<file path="config.mk">
export PLATFORM = sky130hd
export DESIGN_NAME = ahb_sync_init
export DESIGN_NICKNAME = d
export VERILOG_FILES = /design/src/rtl/ahb_sync_pkg.sv /design/src/rtl/ack_sync.sv /design/src/rtl/ahb_sync_init.sv
export SDC_FILE = /design/constraint.sdc
export NUM_CORES = 1
export LEC_CHECK = 0
export CAP_MARGIN = 25
export CELL_PAD_IN_SITES_DETAIL_PLACEMENT = 1
export CELL_PAD_IN_SITES_GLOBAL_PLACEMENT = 1
export CORE_MARGIN = 8
export CORE_UTILIZATION = 48
export DETAILED_ROUTE_END_ITERATION = 6
export DONT_BUFFER_PORTS = 1
export PLACE_DENSITY = 0.9
export SKIP_LAST_GASP = 1
export SYNTH_ARGS = -nofsm -noshare
export SYNTH_HDL_FRONTEND = slang
export SYNTH_SLANG_ARGS = --single-unit
</file>
<file path="constraint.sdc">
create_clock -name HCLK -period 1.73 [get_ports HCLK]
set_input_delay 0.173 -clock HCLK [delete_from_list [all_inputs] [get_ports HCLK]]
set_output_delay 0.173 -clock HCLK [all_outputs]
set_load 0.01 [all_outputs]
</file>
<file path="src/rtl/ahb_sync_pkg.sv">
// Shared types and register map for the AHB register-transfer handshake initiator.
package ahb_sync_pkg;

    typedef enum logic [1:0] {
        IDLE   = 2'd0,
        LOAD   = 2'd1,
        REQ_HI = 2'd2,
        REQ_LO = 2'd3
    } state_t;

    localparam logic [1:0] ADDR_DADR  = 2'd0;
    localparam logic [1:0] ADDR_CADR  = 2'd1;
    localparam logic [1:0] ADDR_FLAGS = 2'd2;
    localparam logic [1:0] ADDR_CTRL  = 2'd3;

    localparam int CTRL_START = 0;
    localparam int CTRL_CLEAR = 1;

endpackage

</file>
<file path="src/rtl/ack_sync.sv">
// Flop chain bringing the responder's raw ack into the HCLK domain.
module ack_sync #(
    parameter int STAGES = 2
) (
    input  logic clk,
    input  logic rst,
    input  logic d,
    output logic q
);

    logic [STAGES-1:0] chain;

    always_ff @(posedge clk) begin
        if (rst) begin
            chain <= '0;
        end else begin
            chain[0] <= d;
            for (int i = 1; i < STAGES; i++) begin
                chain[i] <= chain[i-1];
            end
        end
    end

    assign q = chain[STAGES-1];

endmodule

</file>
<file path="src/rtl/ahb_sync_init.sv">
// Initiator for the four-phase req/ack register transfer; stages, queues one start, launches.
//   state  | meaning
//   IDLE   | no transfer, req low
//   LOAD   | launch registers take staging (or queued) values
//   REQ_HI | req high, waiting for synchronized ack high
//   REQ_LO | req low, waiting for synchronized ack low
module ahb_sync_init
    import ahb_sync_pkg::*;
#(
    parameter int AW          = 6,
    parameter int SYNC_STAGES = 2,
    parameter int TIMEOUT     = 255,
    parameter int TO_W        = 8
) (
    input  logic          HCLK,
    input  logic          HRESET,
    input  logic          cfg_we,
    input  logic [1:0]    cfg_addr,
    input  logic [7:0]    cfg_wdata,
    input  logic          ack,
    output logic          req,
    output logic [AW-1:0] DADR,
    output logic [AW-1:0] CADR,
    output logic          DLEN,
    output logic          DBIT,
    output logic          busy,
    output logic          pending,
    output logic          done,
    output logic          timeout_err,
    output logic          overrun
);

    state_t          state, state_nxt;
    logic            ack_s;
    logic [TO_W-1:0] to_cnt;
    logic            to_hit;
    logic            wr_start, wr_clear;
    logic [AW-1:0]   stg_dadr, stg_cadr, q_dadr, q_cadr;
    logic            stg_dlen, stg_dbit, q_dlen, q_dbit;
    logic            unused_wdata;

    ack_sync #(.STAGES(SYNC_STAGES)) u_ack_sync (
        .clk (HCLK),
        .rst (HRESET),
        .d   (ack),
        .q   (ack_s)
    );

    assign wr_start     = cfg_we && (cfg_addr == ADDR_CTRL) && cfg_wdata[CTRL_START];
    assign wr_clear     = cfg_we && (cfg_addr == ADDR_CTRL) && cfg_wdata[CTRL_CLEAR];
    assign to_hit       = ((state == REQ_HI) || (state == REQ_LO)) && (to_cnt == TO_W'(TIMEOUT));
    assign busy         = (state != IDLE);
    assign unused_wdata = ^cfg_wdata;

    always_comb begin
        state_nxt = state;
        done      = 1'b0;
        unique case (state)
            IDLE:    if (wr_start) state_nxt = LOAD;
            LOAD:    state_nxt = REQ_HI;
            REQ_HI:  begin
                if (to_hit)     state_nxt = IDLE;
                else if (ack_s) state_nxt = REQ_LO;
            end
            REQ_LO:  begin
                if (to_hit) begin
                    state_nxt = IDLE;
                end else if (!ack_s) begin
                    done      = 1'b1;
                    // a start landing on the completion edge is queued, so it also chains
                    state_nxt = (pending || wr_start) ? LOAD : IDLE;
                end
            end
            default: state_nxt = IDLE;
        endcase
    end

    always_ff @(posedge HCLK) begin
        if (HRESET) begin
            state       <= IDLE;
            req         <= 1'b0;
            to_cnt      <= '0;
            DADR        <= '0;
            CADR        <= '0;
            DLEN        <= 1'b0;
            DBIT        <= 1'b0;
            pending     <= 1'b0;
            timeout_err <= 1'b0;
            overrun     <= 1'b0;
            stg_dadr    <= '0;
            stg_cadr    <= '0;
            stg_dlen    <= 1'b0;
            stg_dbit    <= 1'b0;
            q_dadr      <= '0;
            q_cadr      <= '0;
            q_dlen      <= 1'b0;
            q_dbit      <= 1'b0;
        end else begin
            state <= state_nxt;
            // registered so the launched data leads req by one full cycle
            req   <= (state == REQ_HI) && (state_nxt == REQ_HI);

            if (state_nxt != state)                      to_cnt <= '0;
            else if ((state == REQ_HI) || (state == REQ_LO)) to_cnt <= to_cnt + 1'b1;

            if (cfg_we && (cfg_addr == ADDR_DADR)) stg_dadr <= cfg_wdata[AW-1:0];
            if (cfg_we && (cfg_addr == ADDR_CADR)) stg_cadr <= cfg_wdata[AW-1:0];
            if (cfg_we && (cfg_addr == ADDR_FLAGS)) begin
                stg_dlen <= cfg_wdata[0];
                stg_dbit <= cfg_wdata[1];
            end

            if (state == LOAD) begin
                DADR <= pending ? q_dadr : stg_dadr;
                CADR <= pending ? q_cadr : stg_cadr;
                DLEN <= pending ? q_dlen : stg_dlen;
                DBIT <= pending ? q_dbit : stg_dbit;
            end

            if (wr_clear) begin
                timeout_err <= 1'b0;
                overrun     <= 1'b0;
            end

            if (to_hit) begin
                timeout_err <= 1'b1;
                pending     <= 1'b0;
            end else if ((state == LOAD) && pending) begin
                pending <= 1'b0;
                if (wr_start) overrun <= 1'b1;
            end else if (wr_start && (state != IDLE)) begin
                if (pending) begin
                    overrun <= 1'b1;
                end else begin
                    pending <= 1'b1;
                    q_dadr  <= stg_dadr;
                    q_cadr  <= stg_cadr;
                    q_dlen  <= stg_dlen;
                    q_dbit  <= stg_dbit;
                end
            end
        end
    end

endmodule

</file>
==> impl_metrics.yaml <==
status:
  status: "finished clean"
placement:
  gp_congestion: 0.770
  numPortBuffers: 0
  dpl.hpwl_um: 3520
worst_setup_path:
  max_stage_delay_ns: 0.44
  worstSetupPathType: "reg -> reg"
  startpoint_type: "flop"
  crit_slowest_cell: "dfxtp_1"
  cp_data_arrival_time_ns: 1.83
  crit_path_end_kind: "flop"
  critPathMaxFanout: 14
  path_buf_inv: 1
  crit_chain: "nor2_1 -> nor3_1 -> nor2b_2 -> buf_12 -> mux2i_1"
  required_ns: 1.99
  critPathTopFamily: "simple AND/OR/NAND/NOR gates"
power:
  pwr-share-comb_pct: 4.1
  p_sw_mw: 0.544
  sequentialPowerShare_pct: 54.1
  power_per_cell_area_nw_per_um2: 912
  p_int_mw: 1.98
  clkPwrFrac_pct: 41.7
  p_leak_nw: 0.941
  peakVddDrop_mv: 0.445
  swShare_pct: 21.5
synthesis:
  yosys.area_share.simple_pct: 22.0
  syn_area_per_cell_sq_um: 9.77
  synth_area_sq_um: 2470
  synth_top_family_by_area: "simple AND/OR/NAND/NOR gates"
  synth_xor_area_share_pct: 2.84
  ys_warn_count: 0
  synth.net_count: 268
  yosys.area.top_type: "dfxtp_1"
  synth_fa_ha_area_share_pct: 0.506
  synth-compound-area-share_pct: 6.48
  yosys-top-cells-area: "dfxtp_1, mux2i_1, nand2b_1, nor2_1, a211oi_1"
  synth_edf_count: 0
  synthArstFlopShare_pct: 0
  yosysSeqAreaShare_pct: 47.0
  ys_ff_latch: 58
  synth_cells: 253
  synthMuxAreaShare_pct: 16.6
  synth_ff_type: "dfxtp_1"
  synth.distinct_cells: 37
  synth_top_area_share_pct: 47.0
clock_tree:
  htreeDepth: 3
  cts_root_buffer: "clkbuf_8"
  cts_buffer_depth: 2
  insertion_delay_ns: 0.34
  cts_tree: "built"
  numCtsBuffers: 9
  clkSinkCount: 58
  path_clk_slew_ns: 0.06
  cts_setup_buffers: 0
die:
  fp.dieW_um: 87.8
  fp-row-count: 26
  dieArea_sq_um: 7700
  die_y_um: 87.8
  start_util_pct: 49.0
  coreArea_sq_um: 5040
  num_io_pins: 34
timing:
  fin_crit_sh_pct: 91.0
  fmax_mhz: 635
  drv_slew: 0
  max-slew-margin-rel_pct: 66.3
  final.setup.tns_ns: 0
  hold_viol: 0
  fin_crit_ns: 1.57
  setup_viol_count_final: 0
  skew_ns: 0.00886
  rsz0062_at_grt: "false"
  worstMarginPinSlew_ns: 0.504
  holdWs_ns: 0.0263
global_route:
  track_usage_pct: 16.3
  gr-total-overflow: 0
  grt_pass1_wl_um: 9360
  grt_pass1_vias: 1870
  grt_max_degree: 36
  antenna_found_initial: 0
routing:
  wirelength_um: 5570
  antenna_left: 0
  drc: 0
  avgViaCountPerCell: 5.33
  drt_iter0_drc: 80
  vias: 1765
  wl_per_cell_um: 16.8
  dr.pass1.iters: 4
layout:
  syn_to_final_growth_pct: 12.1
  drive_gt1_share_pct: 9.96
  nets: 274
  antenna_cells: 0
worst_hold_path:
  hold_path.class: "in -> reg"
job:
  maxCapViolations: 0
-- path summary, 6_finish.rpt --
check                      startpoint                  end  slack (ns)  cells past startpoint
hold reg to reg   u_ack_sync.chain[0]  u_ack_sync.chain[1]        0.45                      1
setup reg to reg             state[0]            q_cadr[5]        0.16                      5
hold / removal                 HRESET             state[0]        0.03                      2
setup / recovery             state[0]            q_cadr[5]        0.16                      5
-- state kept, by name, indices dropped and copies added, names as in the netlist, 2 cells and up --
| name | flops |
|---|---|
| state | 2 |
| stg_cadr | 6 |
| DADR | 6 |
| q_cadr | 6 |
| u_ack_sync.chain | 2 |
| stg_dadr | 6 |
| q_dadr | 6 |
| to_cnt | 8 |
| CADR | 6 |
-- synth_stat cells, types with 2 or more instances --
library cell and count:
xnor2_1 2, buf_2 5, nand2b_1 28, xor2_1 6
clkbuf_1 6, a211oi_1 14, nor4_1 2, nor2b_1 3
mux2i_1 41, nor3_1 2, nand4_1 4, buf_1 3
a21oi_1 6, inv_1 3, dfxtp_1 58, nand2_1 8
nor2_1 40, o21ai_0 3
-- cell usage in the layout, fill, tap and decap left out, drive strengths merged --
cell type,Yosys,layout
a211oi,14,14
a21oi,6,6
a221o,1,1
and3,1,1
and3b,1,1
buf,11,6
clkbuf,7,13
dfxtp,58,58
dlygate4sd3,0,7
ha,1,1
inv,3,3
mux2i,41,41
nand2,8,8
nand2b,28,28
nand3,1,1
nand3b,1,1
nand4,5,5
nand4bb,1,1
nor2,40,40
nor2b,4,4
nor3,3,3
nor3b,2,2
nor4,2,2
o21ai,3,3
or3,1,1
or3b,1,1
or4b,1,1
xnor2,2,2
xor2,6,6
-- routing by layer --
metal  up-vias  GRT usage [%]  part of all wire, %
met5         -              0                    0
met4         0           9.84                  2.1
met3         9           4.97                  5.0
met2        29           26.1                   49
met1       856           18.5                   43
li1        871              -                    -
-- final cells by class --
class,instances,area [sq um]
Inverter,3,11.3
Sequential cell,58,1160
Fill cell,545,2270
Timing Repair Buffer,13,140
Tap cell,70,87.6
Clock buffer,13,159
Multi-Input combinational cell,174,1210
-- power groups by stage --
stage,combinational [mW],clock (mW),sequential [mW]
global placement,0.0654,0,1.39
floorplan,0.0769,0,1.39
global route,0.113,1.13,1.37
detailed placement,0.0686,0,1.40
finish,0.104,1.05,1.37
CTS,0.104,1.09,1.37
-- worst register-to-register path, cell delays in order (launching register included) --
cell and delay (ns):
dfxtp_1 0.44, nor2_1 0.13, nor3_1 0.27, nor2b_2 0.24, buf_12 0.19, mux2i_1 0.22
-- repair_timing --
action                     in CTS  in global routing
hold buffers                    8                  0
setup endpoints to repair       0                 16
hold endpoints to repair       35                  0
gates resized for setup         0                  4
-- metrics by stage --
stage | util, % | power (mW) | instances | cell area [sq um] | worst slack (ns)
finish | 54.9 | 2.52 | 331 | 2770 | 0.155
global route | 54.9 | 2.62 | 331 | 2770 | 0.0224
CTS | 54.7 | 2.56 | 331 | 2760 | 0.00819
detailed placement | 49.8 | 1.46 | 310 | 2510 | 0.0872
global placement | 49.8 | 1.46 | 310 | 2510 | 0.184
floorplan | - | 1.47 | 253 | 2470 | 0.312
-- cells by family after synthesis --
family          Yosys count
mux                      41
flops                    58
xor+xnor                  8
compound gates           24
buf+inv                  21
fa+ha+maj                 1
simple gates            100
Power figures use the tool's default switching activity.
==> patch, RTL diff (same flow settings) <==
`TO_W`: 8 -> 12.
--- a/src/rtl/ahb_sync_init.sv
+++ b/src/rtl/ahb_sync_init.sv
@@ -11,5 +11,5 @@
     parameter int SYNC_STAGES = 2,
     parameter int TIMEOUT     = 255,
-    parameter int TO_W        = 8
+    parameter int TO_W        = 12
 ) (
     input  logic          HCLK,
Check against the original RTL: same outputs for any inputs over 4 cycles, from zero or initial values and one cycle with HRESET high; that may be too few to reach the edited logic, so the function may still have changed.
==> patch against the original RTL <==
The run now ends with setup timing left. Sequential power is 8% higher. Worst setup slack worse by 0.33 ns. Sequential cell count is 4 higher. Combinational power is 40% higher. Global-route usage is 6.3 points higher. Sequential share of layout area is 1.8 points lower. Total power is 9.0% higher. Cell area is 12% higher. First-iteration DRC count is 140% higher. Final cell count is 17% higher. Area after synthesis is 5.1% higher. Critical path depth is 1 lower. Wire length is 59% higher.
==> patch: results (changes against the original RTL) <==
----------------------------------------------------
[Outcome]
  Outcome ... finished with violations
  Violations in the final reports ... setup timing

[Drt]
  Average detailed-routed wire length per instance ... 22.9 um (+36%)
  Number of DRC violations after detailed-routing iteration 0 ... 189 (+140%)
  Via count normalized by instance count ... 6.15 (+15%)

[Pwr]
  P_clk ... 1.13 mW (+8%)
  Power drawn by the combinational cells ... 0.146 mW (+40%)
  Power consumption ... 2.75 mW (+9.0%)
  Peak supply drop ... 0.750 mV (+69%)
  Leak Pwr ... 1.07 nW (+14%)

[STA]
  Setup Skew ... 0.00877 ns (-0.0000856 ns)
  Endpoints failing setup ... 31 (+31)
  Worst hold-check slack ... 0.0155 ns (-0.0108 ns)
  Worst setup slack after layout ... -0.175 ns (-0.330 ns)
  Setup Total Neg Slack ... -3.84 ns (-3.84 ns)
  Worst max-slew margin expressed relative to the limit ... 66.2% (-0.17 points)

[Global routing]
  Global-route usage over all layers ... 22.6% (+6.3 points)
  Vias in the first global route ... 2478 (+33%)
  Maximum number of pins on one net before global-route repair ... 51 (+42%)

[Placed design]
  Post-detailed-placement half-perimeter wirelength ... 4730 um (+34%)
  GP Congestion ... 0.792 (+2.9%)
  Post-place instance area ... 2750 um2 (+9.7%)
  Pre-CTS WS ... -0.124 ns (-0.211 ns)

[Cells and area]
  Flip-flop count of the largest register after layout ... 12 (+4)
  Layout fillers ... 594 (+9.0%)
  Final design area excluding fillers ... 3090 um2 (+12%)
  Fraction of final layout cells with drive strength greater than 1 ... 15.2% (+5.2 points)
  Cell Count, Final, Fillers Out ... 386 (+17%)
  Number of nets at the end of the flow ... 327 (+19%)

[Synthesis]
  Cell count after synthesis ... 288 (+14%)
  Dominant cells by area after synthesis ... dfxtp_1 (48%), mux2i_1 (10%), a21oi_1 (5.8%)
  Post-Synthesis Net Count ... 303 (+13%)
  Part of the Yosys area used for sequential elements ... 47.8% (+0.80 points)
  Cell variety after synth ... 39 (+5.4%)

[Worst setup path]
  Worst-path cell with the longest stage delay ... or4_4
  CP max FO ... 4 (-10)
  Maximum cell stage delay along the critical path ... 0.57 ns (+0.13 ns)

----------------------------------------------------
-- patch: cell types whose count changed after synthesis, sizes merged, moves of 5 or more --
cell,change
mux2i,-14
nand2b,-26
a21oi,+24
clkbuf,+5
nand3,+17
o21ai,+15
-- patch: cell type report --
| cell class | count | area (um2) | share of cell area [%] |
|---|---|---|---|
| clock inverter | 4 | 23.8 | 0.770 |
| clock buffer | 11 | 141 | 4.58 |
| sequential | 62 | 1240 | 40.2 |
| timing repair buffer | 34 | 305 | 9.88 |
| tap | 70 | 87.6 | 2.84 |
| multi-input combinational | 200 | 1270 | 41.1 |
| inverter | 5 | 18.8 | 0.608 |
-- patch: what timing repair did --
action,4_1_cts,5_1_grt
hold buffers,8,0
gates cloned,1,0
resized for setup,5,4
setup endpoints to repair,28,31
hold endpoints to repair,50,0
setup buffers,4,1
pin swaps,2,5
-- patch: cell families after synthesis --
| logic type | after synthesis | share of synthesized area (%) |
|---|---|---|
| AO/OA/AOI/OAI | 73 | 16.7 |
| buffers and inverters | 26 | 4.48 |
| AND/OR/NAND/NOR | 90 | 17.1 |
| multiplexers | 27 | 10.4 |
| XOR/XNOR | 9 | 3.03 |
| adder cells (fa/ha/maj) | 1 | 0.482 |
| flip-flops | 62 | 47.8 |
-- patch: routing by layer --
| layer | GRT usage [%] | routed length, um | vias up |
|---|---|---|---|
| met4 | 11.8 | 309 | 0 |
| met2 | 35.4 | 4140 | 106 |
| met3 | 7.26 | 658 | 28 |
| met1 | 26.8 | 3720 | 1160 |
| li1 | - | - | 1078 |
| met5 | 0 | 0 | - |
-- patch: path summary, 6_finish.rpt --
kind	end	start	cells past startpoint
max	done	to_cnt[11]	4
min	stg_dbit	cfg_addr[0]	3
max reg2reg	to_cnt[8]	to_cnt[11]	5
min reg2reg	u_ack_sync.chain[1]	u_ack_sync.chain[0]	1
